===== config.mk =====
export PLATFORM = sky130hd
export DESIGN_NAME = pl_debug_ctrl_flat
export DESIGN_NICKNAME = d
export VERILOG_FILES = /design/src/rtl/pl_debug_ctrl_if.sv /design/src/rtl/pl_debug_ctrl.sv /design/src/flat_wrapper.sv
export SDC_FILE = /design/constraint.sdc
export NUM_CORES = 1
export LEC_CHECK = 0
export CAP_MARGIN = 20
export CORE_ASPECT_RATIO = 0.7
export CORE_MARGIN = 2
export CORE_UTILIZATION = 57
export DETAILED_ROUTE_END_ITERATION = 6
export DONT_BUFFER_PORTS = 1
export GPL_ROUTABILITY_DRIVEN = 0
export MAX_ROUTING_LAYER = met4
export PLACE_DENSITY = 0.79
export SYNTH_ARGS = -nofsm -noshare
export SYNTH_HDL_FRONTEND = slang
export SYNTH_SLANG_ARGS = --single-unit

===== constraint.sdc =====
create_clock -name clk -period 1.8 [get_ports clk]
set_input_delay 0.27 -clock clk [delete_from_list [all_inputs] [get_ports clk]]
set_output_delay 0.27 -clock clk [all_outputs]
set_load 0.01 [all_outputs]

===== src/rtl/pl_debug_ctrl_if.sv =====
// ---------------------------------------------------------------------------
// pl_debug_ctrl_if
//
// Purpose:
//   Bundles the debug-controller signals that run between the board debug
//   unit, the CPU core and pl_debug_ctrl.
//
// Modports:
//   master - used by pl_debug_ctrl.
//            Inputs:  run/halt/step/scan_req pulses, breakpoint setup,
//                     core PC, scan window and core debug read data.
//            Outputs: core clock-enable, debug address, scan results,
//                     status and enabled-cycle counter.
//   slave  - the mirror view, for the debug unit / core side.
//
// Signals:
//   run, halt, step    one-cycle control pulses
//   brk_en, brk_addr   breakpoint enable (level) and breakpoint PC
//   pc                 core fetch PC
//   cpu_en             core clock-enable
//   scan_req           one-cycle pulse starting a debug-register scan
//   scan_start         first debug address of the scan
//   scan_len           word count (0 means 256)
//   m_rf_addr          debug register address driven to the core
//   rf_data            core debug read data, combinational from m_rf_addr
//   scan_data          captured word
//   scan_valid         one-cycle strobe qualifying scan_data
//   scan_done          one-cycle strobe with the last scan_valid
//   status             0 HALT, 1 RUN, 2 BRK, 3 SCAN
//   cycle_cnt          enabled-cycle counter
// ---------------------------------------------------------------------------
interface pl_debug_ctrl_if;
  logic        run;
  logic        halt;
  logic        step;
  logic        brk_en;
  logic [31:0] brk_addr;
  logic [31:0] pc;
  logic        cpu_en;
  logic        scan_req;
  logic [7:0]  scan_start;
  logic [7:0]  scan_len;
  logic [7:0]  m_rf_addr;
  logic [31:0] rf_data;
  logic [31:0] scan_data;
  logic        scan_valid;
  logic        scan_done;
  logic [1:0]  status;
  logic [31:0] cycle_cnt;

  modport master (
    input  run,
    input  halt,
    input  step,
    input  brk_en,
    input  brk_addr,
    input  pc,
    input  scan_req,
    input  scan_start,
    input  scan_len,
    input  rf_data,
    output cpu_en,
    output m_rf_addr,
    output scan_data,
    output scan_valid,
    output scan_done,
    output status,
    output cycle_cnt
  );

  modport slave (
    output run,
    output halt,
    output step,
    output brk_en,
    output brk_addr,
    output pc,
    output scan_req,
    output scan_start,
    output scan_len,
    output rf_data,
    input  cpu_en,
    input  m_rf_addr,
    input  scan_data,
    input  scan_valid,
    input  scan_done,
    input  status,
    input  cycle_cnt
  );
endinterface


===== src/rtl/pl_debug_ctrl.sv =====
// ---------------------------------------------------------------------------
// pl_debug_ctrl
//
// Purpose:
//   Run/step/breakpoint controller for the pipelined CPU core. Gates the core
//   through cpu_en, stops it on a PC breakpoint, single-steps it, and while
//   the core is stopped streams a block of debug registers out through the
//   core's debug read port.
//
// Ports:
//   clk  - system clock
//   rst  - asynchronous, active-high reset
//   dbg  - pl_debug_ctrl_if.master (control pulses, breakpoint, PC, scan
//          window, debug read port, status and cycle counter)
//
// Configuration:
//   PL_DBG_CYCLE_CNT_EN - when defined, dbg.cycle_cnt counts every cycle
//   with cpu_en=1 (wrapping at 2^32, cleared only by rst). When undefined,
//   dbg.cycle_cnt is tied to 0 and no counter register exists.
// ---------------------------------------------------------------------------
module pl_debug_ctrl (
  input  logic            clk,
  input  logic            rst,
  pl_debug_ctrl_if.master dbg
);

  typedef enum logic [2:0] {
    ST_HALT = 3'd0,
    ST_RUN  = 3'd1,
    ST_STEP = 3'd2,
    ST_BRK  = 3'd3,
    ST_SCAN = 3'd4
  } state_t;

  localparam logic [1:0] STATUS_HALT = 2'd0;
  localparam logic [1:0] STATUS_RUN  = 2'd1;
  localparam logic [1:0] STATUS_BRK  = 2'd2;
  localparam logic [1:0] STATUS_SCAN = 2'd3;

  state_t      state;
  state_t      state_nxt;
  logic [1:0]  status_q;
  logic [1:0]  status_nxt;

  logic        skip_q;
  logic        ret_brk_q;
  logic [8:0]  words_left_q;
  logic [7:0]  rf_addr_q;
  logic [31:0] scan_data_q;
  logic        scan_valid_q;
  logic        scan_done_q;

  logic        bp_hit;
  logic        cpu_en_c;
  logic        scan_go;
  logic        last_word;
  logic        leave_brk;

  // The breakpoint compare is combinational so the matching cycle is
  // suppressed before the core ever executes it. skip_q masks it for the
  // first enabled cycle after resuming from BRK.
  assign bp_hit    = dbg.brk_en && (dbg.pc == dbg.brk_addr) && !skip_q;
  assign last_word = (words_left_q == 9'd1);
  assign leave_brk = (state == ST_BRK) && (dbg.run || dbg.step);

  always_comb begin
    state_nxt = state;
    cpu_en_c  = 1'b0;
    scan_go   = 1'b0;
    case (state)
      ST_HALT, ST_BRK: begin
        if (dbg.run) begin
          state_nxt = ST_RUN;
        end else if (dbg.step) begin
          state_nxt = ST_STEP;
        end else if (dbg.scan_req) begin
          state_nxt = ST_SCAN;
          scan_go   = 1'b1;
        end
      end
      ST_RUN: begin
        // Breakpoint wins over halt; the halt cycle itself still executes.
        if (bp_hit) begin
          state_nxt = ST_BRK;
        end else begin
          cpu_en_c = 1'b1;
          if (dbg.halt) begin
            state_nxt = ST_HALT;
          end
        end
      end
      ST_STEP: begin
        cpu_en_c  = 1'b1;
        state_nxt = ST_HALT;
      end
      ST_SCAN: begin
        if (last_word) begin
          state_nxt = ret_brk_q ? ST_BRK : ST_HALT;
        end
      end
      default: begin
        state_nxt = ST_HALT;
      end
    endcase
  end

  // STEP is reported as RUN: the core is executing during that cycle.
  always_comb begin
    status_nxt = STATUS_HALT;
    case (state_nxt)
      ST_HALT: status_nxt = STATUS_HALT;
      ST_RUN:  status_nxt = STATUS_RUN;
      ST_STEP: status_nxt = STATUS_RUN;
      ST_BRK:  status_nxt = STATUS_BRK;
      ST_SCAN: status_nxt = STATUS_SCAN;
      default: status_nxt = STATUS_HALT;
    endcase
  end

  always_ff @(posedge clk or posedge rst) begin
    if (rst) begin
      state    <= ST_HALT;
      status_q <= STATUS_HALT;
    end else begin
      state    <= state_nxt;
      status_q <= status_nxt;
    end
  end

  // skip is armed when leaving BRK (cpu_en is 0 in BRK, so no conflict with
  // the clear) and dropped after the first executed cycle.
  always_ff @(posedge clk or posedge rst) begin
    if (rst) begin
      skip_q <= 1'b0;
    end else if (leave_brk) begin
      skip_q <= 1'b1;
    end else if (cpu_en_c) begin
      skip_q <= 1'b0;
    end
  end

  // Remembers whether the scan was launched from BRK so the breakpoint
  // context survives a register dump.
  always_ff @(posedge clk or posedge rst) begin
    if (rst) begin
      ret_brk_q <= 1'b0;
    end else if (scan_go) begin
      ret_brk_q <= (state == ST_BRK);
    end
  end

  // Scan engine: the window is latched on acceptance, one word is captured
  // per SCAN cycle, and the address holds at the last word afterwards.
  always_ff @(posedge clk or posedge rst) begin
    if (rst) begin
      rf_addr_q    <= 8'd0;
      words_left_q <= 9'd0;
      scan_data_q  <= 32'd0;
      scan_valid_q <= 1'b0;
      scan_done_q  <= 1'b0;
    end else begin
      scan_valid_q <= (state == ST_SCAN);
      scan_done_q  <= (state == ST_SCAN) && last_word;
      if (scan_go) begin
        rf_addr_q    <= dbg.scan_start;
        words_left_q <= (dbg.scan_len == 8'd0) ? 9'd256 : {1'b0, dbg.scan_len};
      end else if (state == ST_SCAN) begin
        scan_data_q <= dbg.rf_data;
        if (last_word) begin
          words_left_q <= 9'd0;
        end else begin
          rf_addr_q    <= rf_addr_q + 8'd1;
          words_left_q <= words_left_q - 9'd1;
        end
      end
    end
  end

`ifdef PL_DBG_CYCLE_CNT_EN
  logic [31:0] cycle_cnt_q;

  always_ff @(posedge clk or posedge rst) begin
    if (rst) begin
      cycle_cnt_q <= 32'd0;
    end else if (cpu_en_c) begin
      cycle_cnt_q <= cycle_cnt_q + 32'd1;
    end
  end

  assign dbg.cycle_cnt = cycle_cnt_q;
`else
  assign dbg.cycle_cnt = 32'd0;
`endif

  assign dbg.cpu_en     = cpu_en_c;
  assign dbg.m_rf_addr  = rf_addr_q;
  assign dbg.scan_data  = scan_data_q;
  assign dbg.scan_valid = scan_valid_q;
  assign dbg.scan_done  = scan_done_q;
  assign dbg.status     = status_q;

endmodule


===== src/flat_wrapper.sv =====
// flat-port wrapper written by rule: the top's interface ports become plain ports
module pl_debug_ctrl_flat 
  (clk, rst, dbg_run, dbg_halt, dbg_step, dbg_brk_en, dbg_brk_addr, dbg_pc, dbg_scan_req, dbg_scan_start, dbg_scan_len, dbg_rf_data, dbg_cpu_en, dbg_m_rf_addr, dbg_scan_data, dbg_scan_valid, dbg_scan_done, dbg_status, dbg_cycle_cnt);
  pl_debug_ctrl_if dbg_i ();
  input  logic clk;
  input  logic rst;
  input wire logic [$bits(dbg_i.run)-1:0] dbg_run;
  input wire logic [$bits(dbg_i.halt)-1:0] dbg_halt;
  input wire logic [$bits(dbg_i.step)-1:0] dbg_step;
  input wire logic [$bits(dbg_i.brk_en)-1:0] dbg_brk_en;
  input wire logic [$bits(dbg_i.brk_addr)-1:0] dbg_brk_addr;
  input wire logic [$bits(dbg_i.pc)-1:0] dbg_pc;
  input wire logic [$bits(dbg_i.scan_req)-1:0] dbg_scan_req;
  input wire logic [$bits(dbg_i.scan_start)-1:0] dbg_scan_start;
  input wire logic [$bits(dbg_i.scan_len)-1:0] dbg_scan_len;
  input wire logic [$bits(dbg_i.rf_data)-1:0] dbg_rf_data;
  output wire logic [$bits(dbg_i.cpu_en)-1:0] dbg_cpu_en;
  output wire logic [$bits(dbg_i.m_rf_addr)-1:0] dbg_m_rf_addr;
  output wire logic [$bits(dbg_i.scan_data)-1:0] dbg_scan_data;
  output wire logic [$bits(dbg_i.scan_valid)-1:0] dbg_scan_valid;
  output wire logic [$bits(dbg_i.scan_done)-1:0] dbg_scan_done;
  output wire logic [$bits(dbg_i.status)-1:0] dbg_status;
  output wire logic [$bits(dbg_i.cycle_cnt)-1:0] dbg_cycle_cnt;
  assign dbg_i.run = dbg_run;
  assign dbg_i.halt = dbg_halt;
  assign dbg_i.step = dbg_step;
  assign dbg_i.brk_en = dbg_brk_en;
  assign dbg_i.brk_addr = dbg_brk_addr;
  assign dbg_i.pc = dbg_pc;
  assign dbg_i.scan_req = dbg_scan_req;
  assign dbg_i.scan_start = dbg_scan_start;
  assign dbg_i.scan_len = dbg_scan_len;
  assign dbg_i.rf_data = dbg_rf_data;
  assign dbg_cpu_en = dbg_i.cpu_en;
  assign dbg_m_rf_addr = dbg_i.m_rf_addr;
  assign dbg_scan_data = dbg_i.scan_data;
  assign dbg_scan_valid = dbg_i.scan_valid;
  assign dbg_scan_done = dbg_i.scan_done;
  assign dbg_status = dbg_i.status;
  assign dbg_cycle_cnt = dbg_i.cycle_cnt;
  pl_debug_ctrl u_core (.clk(clk), .rst(rst), .dbg(dbg_i));
endmodule

# --- Yosys cells after proc, flatten, opt, wreduce, memory -nomap -nowiden ---
# Index checks and enable logic that the tools add are counted.
word_totals:
  register_bits: 58
  latch_bits: 0
  ramBits: 0
  romBits: 0
  inputBits: 119
  word_cells: 61
  mem_count: 0
op_classes:
  n_addsub: 2
  mul: 0
  div_mod_pow: 0
  magnitude_cmp: 0
  n_eq_ne: 11
  shifts: 0
  mux: 24
  bitwise: 1
  n_reduce_logical: 14
op_table:
  columns: ["operator", "count"]
  rows:
  - ["$mux 9", 4]
  - ["$eq 32x32->1", 1]
  - ["$mux 8", 3]
  - ["$mux 3", 6]
  - ["$eq 3x2->1 const B", 4]
  - ["$eq 9x1->1 const B", 1]
  - ["$pmux 3 s3", 1]
  - ["$sub 9x1->9 const B", 1]
  - ["$add 8x1->8 const B", 1]
  - ["$logic_not 8->1", 1]
  - ["$mux 1", 7]
  - ["$eq 3x1->1 const B", 2]
  - ["$eq 3x3->1 const B", 2]
  - ["$pmux 2 s3", 1]
  - ["$logic_and 1x1->1", 4]
  - ["$reduce_and 2->1", 2]
  - ["$reduce_bool 2->1", 2]
  - ["$reduce_or 2->1", 2]
  - ["$logic_not 3->1", 1]
  - ["$mux 2", 1]
  - ["$ne 2x1->1 const B", 1]
  - ["$pmux 1 s2", 1]
  - ["$logic_not 1->1", 1]
  - ["$logic_or 1x1->1", 1]
  - ["$not 1->1", 1]

# --- Depth between registers and ports, before layout ---
# Gate-level depths: netlist of run 1.
logic_depth:
  depth_word: 8
  mapped_depth: 7
  ltp_nobuf: 7

# --- Worst setup path after synthesis of run 1 ---
# Ideal clock, no wire load.
synth_path:
  kind: "reg-to-reg"
  startpoint: "register u_core.words_left_q[1]"
  endpoint: "register u_core.rf_addr_q[5] (netlist: u_core.dbg.m_rf_addr[5])"
  setup_time_ns: 0.141
  arrival_ns: 1.813
  required_time_ns: 1.659
  path_slack_ns: -0.154
  stages_incl_launch_ff: 8
  n_path_buf: 0
  period_less_slack_ns: 1.954
  cell_sequence: "dfrtp_1 -> inv_1 -> ha_1 -> or4b_4 -> o31ai_4 -> nor2_2 -> a211oi_2 -> a311oi_2"
synth_via:
  elab_chain_cells: 3
synth_rtl:
  columns: ["element", "line_no", "source"]
  rows:
  - ["start: declaration", "pl_debug_ctrl.sv:47", "logic [8:0] words_left_q;"]
  - ["start signal: assignment", "pl_debug_ctrl.sv:166", "words_left_q <= (dbg.scan_len == 8'd0) ? 9'd256 : {1'b0, dbg.scan_len};"]
  - ["start signal: assignment", "pl_debug_ctrl.sv:173", "words_left_q <= words_left_q - 9'd1;"]
  - ["$eq 9x1->1", "pl_debug_ctrl.sv:63", "assign last_word = (words_left_q == 9'd1);"]
  - ["$ne 2x1->1 (no line)", null, null]
  - ["$reduce_and 2->1 (no line)", null, null]
  - ["end signal: assignment", "pl_debug_ctrl.sv:165", "rf_addr_q <= dbg.scan_start;"]
  - ["end signal: assignment", "pl_debug_ctrl.sv:172", "rf_addr_q <= rf_addr_q + 8'd1;"]
  - ["end: declaration", "pl_debug_ctrl.sv:48", "logic [7:0] rf_addr_q;"]
# No other way between the ends.
# A chain may end at the register's enable or synchronous reset.

# --- Final worst setup path of run 1 ---
# Ends and elaborated chain as after synthesis.

==> impl_metrics.xml, run 1 <==
<?xml version="1.0" encoding="UTF-8"?>
<metrics>
  <group name="outcome">
    <metric name="status" unit="">finished with violations</metric>
    <metric name="violated_checks" unit="">setup timing</metric>
  </group>
  <group name="setup_path">
    <metric name="start_kind" unit="">register</metric>
    <metric name="worstPathRequired" unit="ns">1.99</metric>
    <metric name="critPathSlowestCell" unit="">or4b_4</metric>
    <metric name="reg2regPathDepth" unit="">8</metric>
    <metric name="crit_path_max_incr_delay" unit="ns">0.51</metric>
    <metric name="timing.rr.start" unit="">u_core.words_left_q[1]</metric>
    <metric name="worst-setup-path-type" unit="">reg2reg</metric>
    <metric name="critical_path.reg2reg.endpoint" unit="">u_core.dbg.m_rf_addr[5]</metric>
    <metric name="path_cells" unit="">inv_2, ha_4, or4b_4, o31ai_4, buf_6, nor2_4, a211oi_2, a311oi_2</metric>
    <metric name="arrival_time_worst_endpoint" unit="ns">2.15</metric>
    <metric name="r2r_setup_slack" unit="ns">-0.16</metric>
    <metric name="timing.critical_path.to_type" unit="">register</metric>
    <metric name="highest_net_fanout_along_the_worst_path" unit="">5</metric>
    <metric name="critical_path.top_delay_family" unit="">simple AND/OR/NAND/NOR gates</metric>
    <metric name="worstPathBufferInverterCount" unit="">2</metric>
  </group>
  <group name="logic_synthesis">
    <metric name="post_synth_main_area_contributors" unit="">dfrtp_1 45%, nand2_1 14%, xnor2_1 8.9%, buf_4 7.4%, nand4_1 2.3%</metric>
    <metric name="synth_commonest_cells" unit="">118 x nand2_1, 58 x dfrtp_1, 33 x xnor2_1</metric>
    <metric name="yosysTopAreaCellShare" unit="%">44.58</metric>
    <metric name="ys.flop_type" unit="">dfrtp_1</metric>
    <metric name="synth_most_common_cell" unit="">nand2_1</metric>
    <metric name="post_synthesis_register_bit_count" unit="">58</metric>
    <metric name="synth_sequential_area_ratio" unit="%">44.58</metric>
    <metric name="async_reset_ff_share" unit="%">100.0</metric>
    <metric name="number_of_synthesized_flops_with_an_enable_pin" unit="">0</metric>
    <metric name="netlist_instances" unit="">374</metric>
    <metric name="ys_warn_count" unit="">0</metric>
    <metric name="synth.cell_area" unit="um^2">3256</metric>
    <metric name="synth.avg_cell_area" unit="um^2">8.705</metric>
    <metric name="synth.distinct_cells" unit="">45</metric>
    <metric name="synthDominantAreaCellType" unit="">dfrtp_1</metric>
  </group>
  <group name="layout">
    <metric name="drive_above_1_share" unit="%">18.25</metric>
    <metric name="antenna-diode-count" unit="">0</metric>
    <metric name="nets" unit="">528</metric>
    <metric name="instances_no_fill" unit="">483</metric>
    <metric name="finish.instance_area" unit="um^2">3809</metric>
    <metric name="syn2layout_area_growth" unit="%">16.99</metric>
  </group>
  <group name="grt">
    <metric name="global_route_wire_length_before_repair" unit="um">11380</metric>
    <metric name="gr-usage-met2" unit="%">38.04</metric>
    <metric name="grt_pass1_vias" unit="">2373</metric>
    <metric name="grt_max_degree" unit="">59</metric>
    <metric name="grt_util_met1" unit="%">31.83</metric>
    <metric name="grtUsageTotal" unit="%">24.82</metric>
    <metric name="globalRoute.totalOverflow" unit="">0</metric>
    <metric name="layer_with_the_highest_usage_after_global_routing" unit="">met2</metric>
    <metric name="grt_antenna_before_repair" unit="">0</metric>
    <metric name="globalRouteMet3Util" unit="%">7.813</metric>
  </group>
  <group name="timing">
    <metric name="setup_viol" unit="">18</metric>
    <metric name="finalClockSkew" unit="ns">0.004681</metric>
    <metric name="setup_repair_after_global_routing_missed_its_margin" unit="">true</metric>
    <metric name="slew_headroom" unit="%">62.62</metric>
    <metric name="time_the_final_worst_path_needs_with_i_o_delays_and_setup" unit="ns">1.958</metric>
    <metric name="final-max-slew-violation-count" unit="">0</metric>
    <metric name="final.setup.worst_slack" unit="ns">-0.1578</metric>
    <metric name="worstMarginPinSlew" unit="ns">0.5555</metric>
    <metric name="fmax" unit="MHz">510.8</metric>
    <metric name="hold_viol_final" unit="">0</metric>
    <metric name="layout_worst_path_cycle_share" unit="%">108.8</metric>
  </group>
  <group name="hold_path">
    <metric name="timing.hold.worst.class" unit="">in2reg</metric>
    <metric name="min_delay_path_depth" unit="">2</metric>
    <metric name="holdPathEnd" unit="">u_core.dbg.scan_data[29]</metric>
    <metric name="min_delay_startpoint" unit="">dbg_rf_data[29]</metric>
  </group>
  <group name="power">
    <metric name="power.share.combinational" unit="%">35.5</metric>
    <metric name="static-leakage-power" unit="uW">0.001740</metric>
    <metric name="pwr-share-seq" unit="%">45.4</metric>
    <metric name="vdd_drop_max" unit="mV">0.8440</metric>
    <metric name="internal-power" unit="uW">3593</metric>
    <metric name="p_switching" unit="uW">2455</metric>
    <metric name="clock_power_share" unit="%">19.1</metric>
    <metric name="power.density_cell_area" unit="nW/um^2">1588</metric>
    <metric name="switching_share" unit="%">40.59</metric>
    <metric name="total_power" unit="uW">6048</metric>
  </group>
  <group name="drt">
    <metric name="drtAntennaViolNets" unit="">0</metric>
    <metric name="route.detailed.vias_per_inst" unit="">5.565</metric>
    <metric name="vias" unit="">2688</metric>
    <metric name="routed_wire_length_per_instance" unit="um">16.77</metric>
    <metric name="post-route-drc-count" unit="">0</metric>
    <metric name="drt-initial-drc-count" unit="">135</metric>
    <metric name="detail_route.first_pass.iterations" unit="">4</metric>
    <metric name="post_route_wl" unit="um">8101</metric>
  </group>
  <group name="job">
    <metric name="max-cap-violations" unit="">0</metric>
  </group>
  <group name="clock_tree">
    <metric name="deepest_level_of_the_cts_h_tree" unit="">3</metric>
    <metric name="clockRootBuffer" unit="">clkbuf_8</metric>
    <metric name="clock_tree.buffer_depth" unit="">2</metric>
    <metric name="clk_transition_reported_paths" unit="ns">0.06</metric>
    <metric name="clkSinkCount" unit="">58</metric>
    <metric name="cts_buffers" unit="">9</metric>
    <metric name="cts_tree" unit="">yes</metric>
    <metric name="clk_latency" unit="ns">0.33</metric>
  </group>
  <group name="placed_design">
    <metric name="post_dp_cell_area" unit="um^2">3364</metric>
    <metric name="place.detailed.hpwl" unit="um">5803</metric>
    <metric name="io_buffers" unit="">0</metric>
    <metric name="place_inst" unit="">453</metric>
  </group>
  <group name="floorplan">
    <metric name="die_height" unit="um">67.23</metric>
    <metric name="initial_utilization" unit="%">60.65</metric>
    <metric name="die_area" unit="um^2">6342</metric>
    <metric name="floorplan.core_area" unit="um^2">5368</metric>
    <metric name="horizontal_die_dimension" unit="um">94.33</metric>
    <metric name="ioPinCount" unit="">196</metric>
    <metric name="number_of_core_rows" unit="">22</metric>
  </group>
</metrics>
[repair_timing]
action                                  in CTS  in global routing
hold buffers                                 1                  0
pin swaps                                    8                 12
gates resized for setup                     11                 24
buffers inserted                             6                  7
endpoints found under the setup margin      18                 23
endpoints found under the hold margin       58                  0
[cell families (layout without fill, tap and decap cells)]
family	after synthesis	in the layout	share of synthesized area [%]
AO/OA/AOI/OAI	36	36	8.301
XOR/XNOR	39	39	10.49
adder cells (fa/ha/maj)	3	3	1.153
buffers and inverters	51	57	9.800
flip-flops	58	58	44.58
other	1	32	0.1152
AND/OR/NAND/NOR	186	186	25.56
[metrics by stage]
stage | utilization [%] | hold slack (ns) | setup slack [ns] | setup TNS [ns]
2_1_floorplan | - | 0.3754 | -0.09870 | -0.3307
3_3_place_gp | 62.68 | 0.2364 | -0.1137 | -0.5625
3_5_place_dp | 62.68 | 0.2353 | -0.2049 | -1.494
4_1_cts | 68.18 | 0.03076 | -0.1655 | -1.060
5_1_grt | 70.96 | 0.02689 | -0.2148 | -2.806
6_report | 70.96 | 0.04559 | -0.1578 | -1.321
[layout by cell type, fill, tap and decap left out, types with 2 or more instances in the layout]
| master | n |
|---|---|
| nand2_1 | 114 |
| dfrtp_1 | 58 |
| xnor2_1 | 33 |
| conb_1 | 32 |
| buf_4 | 26 |
| nor2_1 | 15 |
| clkbuf_8 | 14 |
| nand4_1 | 12 |
| nand3_1 | 9 |
| xor2_1 | 6 |
| o21ai_1 | 6 |
| nor4_1 | 6 |
| buf_6 | 6 |
| a21oi_1 | 5 |
| nand2_2 | 4 |
| nor3_1 | 4 |
| nand2b_1 | 3 |
| or4_1 | 3 |
| inv_1 | 3 |
| o211ai_1 | 3 |
| and2_1 | 2 |
| and3_1 | 2 |
| nand3b_1 | 2 |
| inv_2 | 2 |
| o21ai_0 | 2 |
| o311ai_1 | 2 |
| ha_4 | 2 |
| buf_12 | 2 |
[final cells by class]
| type | count | area, um^2 |
|---|---|---|
| clock buffer | 15 | 196.4 |
| clock inverter | 1 | 5.005 |
| inverter | 6 | 26.28 |
| timing repair buffer | 35 | 312.8 |
| multi-input combinational | 296 | 1727 |
| fill | 400 | 1559 |
| sequential | 58 | 1451 |
| tap | 72 | 90.09 |
[worst max-delay path by stage]
stage / start / to / slack [ns] / cells after the start
after floorplan: u_core.words_left_q[1] / u_core.dbg.m_rf_addr[5] / -0.1 / 7
after global placement: u_core.words_left_q[1] / u_core.dbg.m_rf_addr[5] / -0.11 / 7
after detailed placement: u_core.words_left_q[1] / u_core.dbg.m_rf_addr[5] / -0.20 / 7
after CTS: u_core.words_left_q[1] / u_core.dbg.m_rf_addr[5] / -0.17 / 8
after global routing: u_core.words_left_q[1] / u_core.words_left_q[5] / -0.21 / 9
final: u_core.words_left_q[1] / u_core.dbg.m_rf_addr[5] / -0.16 / 8
[state kept, by name (all words and copies together), names as in the netlist]
signal	cells
u_core.dbg.scan_valid	1
u_core.ret_brk_q	1
u_core.dbg.status	2
u_core.dbg.scan_data	32
u_core.dbg.scan_done	1
u_core.words_left_q	9
u_core.skip_q	1
u_core.state	3
u_core.dbg.m_rf_addr	8
[per-layer routing]
layer	vias up	part of all wire (%)
li1	1253	-
met1	1279	38
met2	146	52
met3	10	9.3
met4	0	0.73
met5	-	0
[worst register-to-register path, stage by stage (launching register included)]
cell and delay (ns):
dfrtp_1 0.39, inv_2 0.09, ha_4 0.11, or4b_4 0.51, o31ai_4 0.21, buf_6 0.18, nor2_4 0.06, a211oi_2 0.21
a311oi_2 0.06
[power by group through the flow]
stage	Clock, uW	Sequential [uW]	Combinational, uW
2_1_floorplan	0	2590	1320
3_3_place_gp	0	2710	1710
3_5_place_dp	0	2730	1800
4_1_cts	1180	2720	1910
5_1_grt	1250	2800	2400
6_report	1150	2740	2150
Power figures use the tool's default switching activity.
==> run 2: changes to the inputs <==
==> constraint.sdc (replaced) <==
create_clock -name clk -period 1.8 [get_ports clk]
set_input_delay 0.27 -clock clk [delete_from_list [all_inputs] [get_ports clk]]
set_output_delay 0.27 -clock clk [all_outputs]
set_load 0.02 [all_outputs]
==> impl_metrics.xml, run 2 (synthesis results as in run 1) <==
<?xml version="1.0" encoding="UTF-8"?>
<metrics>
  <group name="outcome">
    <metric name="status" unit="">finished with violations</metric>
    <metric name="violated_checks" unit="">setup timing</metric>
  </group>
  <group name="setup_path">
    <metric name="highest_net_fanout_along_the_worst_path" unit="">4</metric>
    <metric name="start_kind" unit="">register</metric>
    <metric name="timing.critical_path.to_type" unit="">register</metric>
    <metric name="r2r_setup_slack" unit="ns">-0.20</metric>
    <metric name="timing.rr.start" unit="">u_core.words_left_q[1]</metric>
    <metric name="worst-setup-path-type" unit="">reg2reg</metric>
    <metric name="arrival_time_worst_endpoint" unit="ns">2.22</metric>
    <metric name="reg2regPathDepth" unit="">10</metric>
    <metric name="critical_path.reg2reg.endpoint" unit="">u_core.words_left_q[5]</metric>
    <metric name="worstPathRequired" unit="ns">2.02</metric>
  </group>
  <group name="layout">
    <metric name="largest_reg_flops" unit="">32</metric>
    <metric name="mostFrequentLayoutCell" unit="">nand2_1</metric>
    <metric name="drive_above_1_share" unit="%">20.48</metric>
    <metric name="most-common-layout-cells" unit="">116 x nand2_1, 57 x dfrtp_1, 34 x buf_4</metric>
    <metric name="final_core_util" unit="%">72.00</metric>
    <metric name="syn2layout_area_growth" unit="%">18.72</metric>
    <metric name="nets" unit="">537</metric>
    <metric name="antenna-diode-count" unit="">0</metric>
    <metric name="instances_no_fill" unit="">492</metric>
  </group>
  <group name="clock_tree">
    <metric name="clkSinkCount" unit="">58</metric>
    <metric name="deepest_level_of_the_cts_h_tree" unit="">3</metric>
    <metric name="cts_buffers" unit="">9</metric>
    <metric name="clockRootBuffer" unit="">clkbuf_8</metric>
    <metric name="clk_latency" unit="ns">0.33</metric>
    <metric name="clk_transition_reported_paths" unit="ns">0.07</metric>
    <metric name="cts_tree" unit="">yes</metric>
    <metric name="clock_tree.buffer_depth" unit="">2</metric>
  </group>
  <group name="timing">
    <metric name="fmax" unit="MHz">499.7</metric>
    <metric name="hold_viol_final" unit="">0</metric>
    <metric name="finalClockSkew" unit="ns">0.007708</metric>
    <metric name="setup_repair_after_global_routing_missed_its_margin" unit="">true</metric>
    <metric name="time_the_final_worst_path_needs_with_i_o_delays_and_setup" unit="ns">2.001</metric>
    <metric name="setup_viol" unit="">20</metric>
    <metric name="final.setup.worst_slack" unit="ns">-0.2011</metric>
    <metric name="final-max-slew-violation-count" unit="">0</metric>
    <metric name="slew_headroom" unit="%">63.14</metric>
    <metric name="layout_worst_path_cycle_share" unit="%">111.2</metric>
    <metric name="worstMarginPinSlew" unit="ns">0.5496</metric>
  </group>
  <group name="drt">
    <metric name="drt-initial-drc-count" unit="">154</metric>
    <metric name="post_route_wl" unit="um">8322</metric>
    <metric name="detail_route.first_pass.iterations" unit="">4</metric>
    <metric name="vias" unit="">2732</metric>
    <metric name="route.detailed.vias_per_inst" unit="">5.553</metric>
    <metric name="routed_wire_length_per_instance" unit="um">16.91</metric>
    <metric name="post-route-drc-count" unit="">0</metric>
    <metric name="drtAntennaViolNets" unit="">0</metric>
  </group>
  <group name="power">
    <metric name="power.density_cell_area" unit="nW/um^2">1676</metric>
    <metric name="vdd_drop_max" unit="mV">0.9643</metric>
    <metric name="static-leakage-power" unit="uW">0.001778</metric>
  </group>
  <group name="floorplan">
    <metric name="horizontal_die_dimension" unit="um">94.33</metric>
    <metric name="floorplan.core_area" unit="um^2">5368</metric>
    <metric name="die_height" unit="um">67.23</metric>
    <metric name="initial_utilization" unit="%">60.65</metric>
    <metric name="die_area" unit="um^2">6342</metric>
    <metric name="ioPinCount" unit="">196</metric>
    <metric name="number_of_core_rows" unit="">22</metric>
  </group>
  <group name="hold_path">
    <metric name="min_delay_startpoint" unit="">dbg_rf_data[18]</metric>
    <metric name="min_delay_path_depth" unit="">2</metric>
    <metric name="holdPathEnd" unit="">u_core.dbg.scan_data[18]</metric>
    <metric name="timing.hold.worst.class" unit="">in2reg</metric>
  </group>
  <group name="grt">
    <metric name="grt_antenna_before_repair" unit="">0</metric>
    <metric name="grt_pass1_vias" unit="">2411</metric>
    <metric name="gr-usage-met2" unit="%">37.86</metric>
    <metric name="grt_max_degree" unit="">30</metric>
    <metric name="globalRoute.totalOverflow" unit="">0</metric>
    <metric name="layer_with_the_highest_usage_after_global_routing" unit="">met2</metric>
    <metric name="grtUsageTotal" unit="%">24.12</metric>
    <metric name="grt_util_met1" unit="%">30.53</metric>
    <metric name="globalRouteMet3Util" unit="%">8.705</metric>
    <metric name="global_route_wire_length_before_repair" unit="um">11230</metric>
  </group>
  <group name="placed_design">
    <metric name="io_buffers" unit="">0</metric>
    <metric name="place_inst" unit="">458</metric>
    <metric name="place.detailed.hpwl" unit="um">5917</metric>
  </group>
  <group name="job">
    <metric name="max-cap-violations" unit="">0</metric>
  </group>
</metrics>
## run 2: cell count changes in the layout (fill, tap and decap cells not counted), moves of 2 or more
cell / previous run / this run
o21ai_0: 2 / 5
o21ai_1: 6 / 2
nand2_1: 114 / 116
nand2_2: 4 / 2
clkinvlp_4: 1 / 4
buf_6: 6 / 8
buf_4: 26 / 34
nand3_1: 9 / 11
clkbuf_8: 14 / 10
nor4_1: 6 / 4
## run 2: where the power goes
group | total [uW] | leakage, uW | switching [uW] | internal, uW
sequential | 3090 | 0.000708 | 1170 | 1920
clock | 1200 | 0.0000945 | 524 | 675
combinational | 2190 | 0.000976 | 1200 | 986
## run 2: what timing repair did
item / 4_1_cts / 5_1_grt
resized for setup: 10 / 28
hold buffers: 1 / 0
buffers inserted: 6 / 11
setup endpoints to repair: 18 / 23
endpoints found under the hold margin: 21 / 0
pin swaps: 4 / 13
## run 2: layout make-up
type	instances	area [um^2]
Multi-Input combinational cell	296	1717
Tap cell	72	90.09
Clock buffer	10	137.6
Timing Repair Buffer	44	375.4
Sequential cell	58	1453
Clock inverter	6	66.31
Inverter	6	26.28
Fill cell	418	1503
## run 2: per-stage QoR
stage                     setup slack [ns]  cell area [um^2]  power, uW  hold WS [ns]  setup TNS, ns
after floorplan                    -0.1037              3372       4308        0.3754        -0.5147
after global placement            -0.09989              3379       4819        0.2062        -0.9233
after detailed placement           -0.1827              3379       4918        0.2060         -1.804
after CTS                          -0.1714              3669       6216       0.02932         -1.905
after global routing               -0.2589              3865       6870       0.02500         -3.746
final                              -0.2011              3865       6478       0.04200         -2.633
## run 2: per-layer routing
metal  vias to the layer above  wire length, um  part of all wire [%]
met1                      1296             3196                    38
li1                       1262                -                     -
met5                         -                0                     0
met2                       155             4163                    50
met3                        19              872                    10
met4                         0               89                   1.1
## run 2: worst max-delay path by stage
stage	cells past startpoint	to	from	slack, ns
4_1_cts	7	u_core.dbg.m_rf_addr[5]	u_core.words_left_q[1]	-0.17
2_1_floorplan	7	u_core.dbg.m_rf_addr[6]	u_core.words_left_q[1]	-0.10
3_3_place_gp	7	u_core.dbg.m_rf_addr[5]	u_core.words_left_q[1]	-0.1
6_report	10	u_core.words_left_q[5]	u_core.words_left_q[1]	-0.20
5_1_grt	10	u_core.words_left_q[5]	u_core.words_left_q[1]	-0.26
3_5_place_dp	7	u_core.dbg.m_rf_addr[5]	u_core.words_left_q[1]	-0.18
## run 2: critical path, cell delays in order, from the launching register on
cell and delay, ns:
dfrtp_1 0.40, inv_2 0.09, ha_4 0.12, or4b_4 0.49
o31ai_4 0.20, buf_6 0.16, buf_6 0.12, buf_6 0.10
nor4_2 0.04, a21oi_1 0.11, nand2_1 0.06
==> run 3: changes to the inputs <==
- CELL_PAD_IN_SITES_DETAIL_PLACEMENT: not set -> 1
- CELL_PAD_IN_SITES_GLOBAL_PLACEMENT: not set -> 1
- CORE_UTILIZATION: 57 -> 40
- PLACE_DENSITY: 0.79 -> 0.8
==> impl_metrics.xml, run 3 (synthesis results as in run 1) <==
<?xml version="1.0" encoding="UTF-8"?>
<metrics>
  <group name="grt">
    <metric name="globalRoute.totalOverflow" unit="">0</metric>
    <metric name="global_route_wire_length_before_repair" unit="um">14480</metric>
    <metric name="grt_antenna_before_repair" unit="">0</metric>
    <metric name="grt_pass1_vias" unit="">2896</metric>
    <metric name="grtUsageTotal" unit="%">21.15</metric>
    <metric name="grt_max_degree" unit="">38</metric>
  </group>
  <group name="floorplan">
    <metric name="ioPinCount" unit="">196</metric>
    <metric name="die_area" unit="um^2">8888</metric>
    <metric name="die_height" unit="um">79.48</metric>
    <metric name="number_of_core_rows" unit="">27</metric>
    <metric name="floorplan.core_area" unit="um^2">7871</metric>
    <metric name="horizontal_die_dimension" unit="um">111.8</metric>
    <metric name="initial_utilization" unit="%">41.36</metric>
  </group>
  <group name="power">
    <metric name="static-leakage-power" unit="uW">0.001775</metric>
    <metric name="total_power" unit="uW">6969</metric>
    <metric name="vdd_drop_max" unit="mV">0.7227</metric>
    <metric name="power.density_cell_area" unit="nW/um^2">1788</metric>
  </group>
  <group name="setup_path">
    <metric name="worstPathRequired" unit="ns">1.97</metric>
    <metric name="worst-setup-path-type" unit="">reg2reg</metric>
    <metric name="timing.critical_path.to_type" unit="">register</metric>
    <metric name="highest_net_fanout_along_the_worst_path" unit="">4</metric>
    <metric name="arrival_time_worst_endpoint" unit="ns">2.14</metric>
    <metric name="start_kind" unit="">register</metric>
    <metric name="r2r_setup_slack" unit="ns">-0.17</metric>
  </group>
  <group name="timing">
    <metric name="hold_viol_final" unit="">0</metric>
    <metric name="hold_slack" unit="ns">0.05748</metric>
    <metric name="final.setup.worst_slack" unit="ns">-0.1710</metric>
    <metric name="fmax" unit="MHz">507.4</metric>
    <metric name="time_the_final_worst_path_needs_with_i_o_delays_and_setup" unit="ns">1.971</metric>
    <metric name="setup_viol" unit="">19</metric>
    <metric name="layout_worst_path_cycle_share" unit="%">109.5</metric>
    <metric name="setup_repair_after_global_routing_missed_its_margin" unit="">true</metric>
    <metric name="finalClockSkew" unit="ns">0.005629</metric>
    <metric name="final-max-slew-violation-count" unit="">0</metric>
  </group>
  <group name="layout">
    <metric name="antenna-diode-count" unit="">0</metric>
    <metric name="drive_above_1_share" unit="%">18.69</metric>
    <metric name="final-seq-area" unit="um^2">1451</metric>
    <metric name="fillers" unit="">929</metric>
    <metric name="syn2layout_area_growth" unit="%">19.72</metric>
    <metric name="largest_reg_flops" unit="">32</metric>
    <metric name="mostFrequentLayoutCell" unit="">nand2_1</metric>
    <metric name="final_core_util" unit="%">49.52</metric>
    <metric name="most-common-layout-cells" unit="">114 x nand2_1, 58 x dfrtp_1, 33 x xnor2_1</metric>
    <metric name="nets" unit="">529</metric>
    <metric name="multi_input_comb_area" unit="um^2">1703</metric>
    <metric name="instances_no_fill" unit="">513</metric>
  </group>
  <group name="clock_tree">
    <metric name="clockRootBuffer" unit="">clkbuf_16</metric>
    <metric name="clkSinkCount" unit="">58</metric>
    <metric name="deepest_level_of_the_cts_h_tree" unit="">3</metric>
    <metric name="clk_latency" unit="ns">0.32</metric>
    <metric name="clock_tree.buffer_depth" unit="">2</metric>
    <metric name="cts_buffers" unit="">9</metric>
    <metric name="cts_tree" unit="">yes</metric>
    <metric name="clk_transition_reported_paths" unit="ns">0.06</metric>
  </group>
  <group name="drt">
    <metric name="post_route_wl" unit="um">9133</metric>
    <metric name="route.detailed.vias_per_inst" unit="">5.287</metric>
    <metric name="detail_route.first_pass.iterations" unit="">4</metric>
    <metric name="routed_wire_length_per_instance" unit="um">17.80</metric>
    <metric name="drtAntennaViolNets" unit="">0</metric>
    <metric name="post-route-drc-count" unit="">0</metric>
    <metric name="drt-initial-drc-count" unit="">98</metric>
    <metric name="vias" unit="">2712</metric>
  </group>
  <group name="outcome">
    <metric name="violated_checks" unit="">setup timing</metric>
    <metric name="status" unit="">finished with violations</metric>
  </group>
  <group name="placed_design">
    <metric name="io_buffers" unit="">0</metric>
    <metric name="place.detailed.hpwl" unit="um">6805</metric>
    <metric name="place_inst" unit="">488</metric>
    <metric name="pre_cts_ws" unit="ns">-0.2119</metric>
  </group>
  <group name="job">
    <metric name="max-cap-violations" unit="">0</metric>
  </group>
  <group name="hold_path">
    <metric name="timing.hold.worst.class" unit="">in2reg</metric>
  </group>
</metrics>
[run 3: routing by layer]
layer	GRT usage [%]	wire, um	vias to the layer above
li1	-	-	1253
met1	24.82	3727	1347
met2	36.24	4703	100
met3	5.619	582	12
met4	6.296	119	0
met5	-	0	-
[run 3: cell type report]
class                   instances  share of cell area [%]
well taps                     101                   3.242
inverters                       6                  0.5778
clock inverters                 7                   1.766
multi-input cells             296                   43.69
flip-flops and latches         58                   37.24
repair buffers                 36                   7.705
clock buffers                   9                   5.778
[run 3: where the power goes]
part           leakage (uW)  switching (uW)  internal [uW]
Clock              0.000142             603           1070
Sequential         0.000710            1140           1930
Combinational      0.000924            1260            970
Total               0.00177            3010           3960
[run 3: worst max-delay path, cell delays in order, from the launching register on]
cell and delay, ns:
dfrtp_1 0.39, inv_2 0.09, ha_4 0.13, or4b_4 0.51
o31ai_4 0.24, buf_6 0.16, nor2_4 0.04, a211oi_2 0.20
a311oi_2 0.06
[run 3: repair_timing]
item,4_1_cts,5_1_grt
gates resized for setup,25,10
endpoints found under the setup margin,18,20
pin swaps,9,12
buffers inserted,6,2
hold buffers,1,0
endpoints found under the hold margin,21,0
cloned,0,0
[run 3: metrics by stage]
step           setup TNS (ns)  instance area [um^2]
2_1_floorplan         -0.5147                  3372
3_3_place_gp          -0.6067                  3423
3_5_place_dp           -1.952                  3423
4_1_cts                -1.482                  3854
5_1_grt                -2.983                  3897
6_report               -1.783                  3897
[run 3: path summary, 6_finish.rpt]
check,startpoint,end,cells after the start
hold / removal,dbg_rf_data[26],u_core.dbg.scan_data[26],2
setup / recovery,u_core.words_left_q[1],u_core.dbg.m_rf_addr[5],8
min in group asynchronous,rst,u_core.dbg.scan_data[18],2
setup reg to reg,u_core.words_left_q[1],u_core.dbg.m_rf_addr[5],8
max in group asynchronous,rst,u_core.dbg.scan_data[20],3
hold reg to reg,u_core.ret_brk_q,u_core.ret_brk_q,2
